--- src/rtl/length_bcd_converter.sv ---
// length_bcd_converter: sequential double-dabble converter that turns the
// snake length count into three registered BCD digits for the SSD scan.
//
// Handshake: Start is a one-cycle request sampled only in IDLE (Busy=0);
// a Start seen while Busy=1 is dropped, never queued. Busy is high from the
// edge that accepts a conversion until the edge that publishes the digits,
// and Done pulses for exactly the one cycle after that publishing edge.
// With AUTO=1 a difference between Bin_In and the last converted value acts
// as an implicit Start whenever the block is idle.
module length_bcd_converter #(
  parameter int AUTO  = 1,
  parameter int BIN_W = 8
) (
  input  logic             board_clk,
  input  logic             Reset,
  input  logic [BIN_W-1:0] Bin_In,
  input  logic             Start,
  output logic [3:0]       Hundreds,
  output logic [3:0]       Tens,
  output logic [3:0]       Ones,
  output logic             Blank_H,
  output logic             Blank_T,
  output logic             Busy,
  output logic             Done,
  output logic             dbg_state
);

  typedef enum logic [0:0] {
    IDLE  = 1'b0,
    SHIFT = 1'b1
  } state_t;

  localparam int WORK_W = 12 + BIN_W;

  state_t              state_q;
  state_t              state_d;
  logic [WORK_W-1:0]   work;
  logic [WORK_W-1:0]   adj;
  logic [WORK_W-1:0]   shifted;
  logic [2:0]          cnt;
  logic [BIN_W-1:0]    last_bin;
  logic                start_cond;

  // Start request: explicit strobe, or an unconverted new length in AUTO mode.
  always_comb begin
    start_cond = 1'b0;
    if (Start || ((AUTO != 0) && (Bin_In != last_bin))) begin
      start_cond = 1'b1;
    end
  end

  // Next-state logic: one load cycle, then exactly eight shift iterations.
  always_comb begin
    state_d = state_q;
    case (state_q)
      IDLE:    if (start_cond) state_d = SHIFT;
      SHIFT:   if (cnt == 3'd7) state_d = IDLE;
      default: state_d = IDLE;
    endcase
  end

  // Add-3 correction on every BCD nibble that is 5 or more, then shift left.
  always_comb begin
    adj = work;
    if (work[BIN_W+3:BIN_W] >= 4'd5) begin
      adj[BIN_W+3:BIN_W] = work[BIN_W+3:BIN_W] + 4'd3;
    end
    if (work[BIN_W+7:BIN_W+4] >= 4'd5) begin
      adj[BIN_W+7:BIN_W+4] = work[BIN_W+7:BIN_W+4] + 4'd3;
    end
    if (work[BIN_W+11:BIN_W+8] >= 4'd5) begin
      adj[BIN_W+11:BIN_W+8] = work[BIN_W+11:BIN_W+8] + 4'd3;
    end
    shifted = {adj[WORK_W-2:0], 1'b0};
  end

  // State register.
  always_ff @(posedge board_clk or posedge Reset) begin
    if (Reset) state_q <= IDLE;
    else       state_q <= state_d;
  end

  // Datapath: working register, counter, last value and published digits.
  always_ff @(posedge board_clk or posedge Reset) begin
    if (Reset) begin
      work     <= '0;
      cnt      <= 3'd0;
      last_bin <= '0;
      Hundreds <= 4'd0;
      Tens     <= 4'd0;
      Ones     <= 4'd0;
      Blank_H  <= 1'b1;
      Blank_T  <= 1'b1;
      Done     <= 1'b0;
    end else begin
      Done <= 1'b0;
      case (state_q)
        IDLE: begin
          if (start_cond) begin
            work     <= {12'd0, Bin_In};
            last_bin <= Bin_In;
            cnt      <= 3'd0;
          end
        end
        SHIFT: begin
          work <= shifted;
          cnt  <= cnt + 3'd1;
          if (cnt == 3'd7) begin
            // Digits only change here, so the display never sees partial sums.
            Hundreds <= shifted[BIN_W+11:BIN_W+8];
            Tens     <= shifted[BIN_W+7:BIN_W+4];
            Ones     <= shifted[BIN_W+3:BIN_W];
            Blank_H  <= (shifted[BIN_W+11:BIN_W+8] == 4'd0);
            Blank_T  <= (shifted[BIN_W+11:BIN_W+4] == 8'd0);
            Done     <= 1'b1;
          end
        end
        default: ;
      endcase
    end
  end

  // Busy and the debug state view come straight off the state flop.
  assign Busy      = (state_q == SHIFT);
  assign dbg_state = state_q;

endmodule

--- config.mk ---
export PLATFORM = sky130hd
export DESIGN_NAME = length_bcd_converter
export DESIGN_NICKNAME = d
export VERILOG_FILES = /design/src/rtl/length_bcd_converter.sv
export SDC_FILE = /design/constraint.sdc
export NUM_CORES = 1
export LEC_CHECK = 0
export ABC_AREA = 1
export BUFFER_PORTS_ARGS = -buffer_cell sky130_fd_sc_hd__buf_4
export CORE_MARGIN = 2
export CORE_UTILIZATION = 50
export DETAILED_ROUTE_END_ITERATION = 16
export HOLD_SLACK_MARGIN = 0.08
export PLACE_DENSITY = 0.75
export SLEW_MARGIN = 0
export SYNTH_ARGS = -nofsm -noshare
export SYNTH_HDL_FRONTEND = slang
export SYNTH_SLANG_ARGS = --single-unit
export TNS_END_PERCENT = 20
--- constraint.sdc ---
create_clock -name board_clk -period 3 [get_ports board_clk]
set_clock_uncertainty 0.15 [all_clocks]
set_input_delay 0.6 -clock board_clk [delete_from_list [all_inputs] [get_ports board_clk]]
set_output_delay 0.6 -clock board_clk [all_outputs]
set_load 0.005 [all_outputs]
==> results.md <==
- CTS Hold Bufs: 0
- Simple-gate portion of the synthesized area: 0.349
- WP data required: ~3.0 ns
- Status: finished clean
- Fraction of registers with async set/reset: 1.00
- Total CTS buffers: 5
- I/O Buffers: 27
- Total number of vias: around 2100
- Post-route antenna net violation count: 0
- VDD IR-drop max: approximately 480 µV
- Depth of the CTS H-tree: 2
- Internal power: around 1700 µW
- Switching share of power: 0.424
- Remaining global-route overflow: 0
- YS warnings: 0
- Post-Route WL: 4850 µm
- Final worst path period need: about 1.9 ns
- Setup-failing EPs final: 0
- Pwr Density: slightly above 1000 nW/µm²
- Top cell type's share of synthesized area: 0.445
- Largest net degree at the start of global routing: 47
- Clk buf depth: 2
- Starting Density: 0.529
- R2R Path End: Busy$_DFF_PP0_
- Setup CP Type: reg -> reg
- DP Area: 2750 µm²
- Seq/Total Area, Yosys: 0.466
- Core Box Area: 4790 µm²
- Synth top area cells: dfrtp_1 (45%), nand2_1 (18%), nand4_1 (6.2%)
- Syn nets: roughly 330
- Adder-Cell Fraction of Synth Area: 0.0396
- CTS sink cnt: 47
- Startpoint types: register
- Main synth FF type: dfrtp_1
- Die ar.: between 5000 and 6000 µm²
- Worst-skew pair later-pin latency: about 0.30 ns
- Reg2reg setup slack: 1.13 ns
- Row count: 25
- Final #Nets: 358
- Final Hold Viols: 0
- WL met2: between 2000 and 2500 µm
- Drt pass-1 iters: 4
- All-Layer GR Usage: 0.195
- Mapped Area: 2530 µm²
- Die Height: about 75 µm
- Synth Area in XOR/XNOR: 0.00692
- Worst slew pin tran: about 0.94 ns
- P&R area growth vs syn: 12.7%
- CTS tree: yes
- Max Cap Viol: 0
- Sequential share of power: 0.389
- Uppermost routed layer: met4
- Sw power: around 1200 µW
- FF+latch count, synth: 47
- Clock root buffer: clkbuf_8
- Largest fanout on the critical path: 25
- Synth Area in Compound Gates: 0.0534
- Global-route wire length before repair: about 8500 µm
- Max-slew violations: 0
- Layout cells sized above 1: 0.168
- Area leader, netlist: dfrtp_1
- Final Cycle Share: 0.623
- Leak Pwr: approximately 0.0015 µW
- Clk pin slew, worst setup/hold paths: about 0.090 ns
- Met1 wire length: between 2000 and 2500 µm
- IO Count: 28
- Antenna diodes: 0
- Die Wd: about 75 µm
- Critical path arrival: about 1.9 ns
- Clock share of power: 0.140
- Comb pwr share: 0.471
- RSZ-0062 raised after global routing: no
- Worst slew margin: 0.370
- Initial antenna violation count: 0
- Number of synthesized flops with an enable pin: 0
- Vias per inst: between 5 and 6
- F_max: about 540 MHz
- Reg2Reg Launch Point: last_bin[0]$_DFFE_PP0P_
- Hold endpoint: Blank_T$_DFFE_PP1P_
- Postcts setup bufs: 0
- Post-CTS sizing: 0
- Hold crit path type: reg -> reg
- Library cells used by synthesis: 29
- Vias in the first global route: 1954
- R2R cell count: 7
- WL met3: 74 µm
- Final GP Congestion: 0.807
- Final TNS setup: 0 ns
- CP endpoint kind: register
- Post-Syn Instances: ~320
- WHS Path Cells: 2
- Mux contribution to synthesized area: 0
- Wirelength per Cell: 11.9 µm
- Post-route DRC: 0
- Final instance area: between 2000 and 3000 µm²
- Main combinational cell family by area after synthesis: simple AND/OR/NAND/NOR gates
- Mean Syn Cell Area: approximately 8 µm²
- Starting DRT DRC Count: 113
- Hpwl dp: about 3400 µm
- Critical hold path startpoint: Blank_T$_DFFE_PP1P_
-- routing by layer --
| metal | track usage | vias to the layer above |
|---|---|---|
| met5 | 0 | - |
| met4 | 0.0838 | 0 |
| met3 | 0.0254 | 9 |
| met2 | 0.332 | 20 |
| met1 | 0.251 | 1004 |
| li1 | - | 1066 |
-- Yosys cell counts, types with 2 or more instances --
library cell and instances:
o21ai_1 2, nand2_1 119, dfstp_2 2, or2_2 5, nor2_1 8, buf_2 3, nand2_8 2, inv_1 29
inv_2 3, buf_6 4, ha_1 8, clkbuf_1 4, nand3_1 19, a21oi_1 2, dfrtp_1 45, nand4_1 25
o21ai_0 23
-- cell usage in the layout, fill, tap and decap left out, drive strengths merged --
cell type,Yosys,routed
inv,32,32
buf,8,31
or2,6,6
and2,1,1
clkinvlp,0,1
xor2,1,1
o21ai,25,25
clkbuf,6,6
xnor2,1,1
dfrtp,45,45
nand3,21,21
nand4,26,26
nand2,121,121
ha,8,8
nor2,10,10
dfstp,2,2
a21oi,2,2
clkinv,0,1
-- state kept, by name (all words and copies together), names as in the netlist --
name and cells:
Done 1, Ones 4, Blank_H 1, Busy 1, Hundreds 4, Blank_T 1, cnt 3, work 20
Tens 4, last_bin 8
-- worst max path at each step --
stage / start / to / slack, ns / cells after the start
final: last_bin[0]$_DFFE_PP0P_ / Busy$_DFF_PP0_ / 1.13 / 7
after floorplan: Reset / Busy$_DFF_PP0_ / 1.14 / 1
after global routing: cnt[0]$_DFFE_PP0P_ / Blank_T$_DFFE_PP1P_ / 0.92 / 8
after CTS: Busy$_DFF_PP0_ / work[7]$_DFFE_PP0P_ / 1.14 / 5
after global placement: Bin_In[5] / work[5]$_DFFE_PP0P_ / 0.89 / 7
after detailed placement: Bin_In[1] / Busy$_DFF_PP0_ / 0.88 / 7
-- worst max-delay path, cell delays in order (launching register included) --
cell and delay [ns]:
dfrtp_1 0.38, inv_1 0.07, or2_2 0.10, nand3_1 0.10, nor2_4 0.59, nand2_8 0.16
nand2_8 0.13, o21ai_1 0.08
-- power by group through the flow --
| stage | combinational, µW | sequential (µW) | clock, µW |
|---|---|---|---|
| floorplan | 1020 | 1110 | 0 |
| global placement | 1340 | 1130 | 0 |
| detailed placement | 1380 | 1140 | 0 |
| CTS | 1380 | 1130 | 418 |
| global route | 1590 | 1170 | 439 |
| finish | 1370 | 1130 | 406 |
-- through the flow --
step,util,setup slack (ns),cells,hold WS [ns],power (µW)
4_1_cts,0.596,1.14,407,0.326,2930
3_5_place_dp,0.575,0.884,399,0.311,2510
5_1_grt,0.596,0.923,407,0.349,3200
3_3_place_gp,0.575,0.895,399,0.306,2470
6_report,0.596,1.13,407,0.322,2900
2_1_floorplan,-,1.14,315,0.292,2130
-- layout make-up --
class                           instances  area, µm²
Fill cell                             459       1940
Sequential cell                        47       1180
Multi-Input combinational cell        222       1140
Timing Repair Buffer                   31        233
Inverter                               32        120
Tap cell                               67       83.8
Clock buffer                            6       82.6
Clock inverter                          2       16.3
-- kinds of logic after synthesis --
kind of cell,after synthesis
AO/OA/AOI/OAI,27
flip-flops,47
buffers and inverters,46
adder cells (fa/ha/maj),8
AND/OR/NAND/NOR,185
XOR/XNOR,2
(Power assumes the default switching activity.)
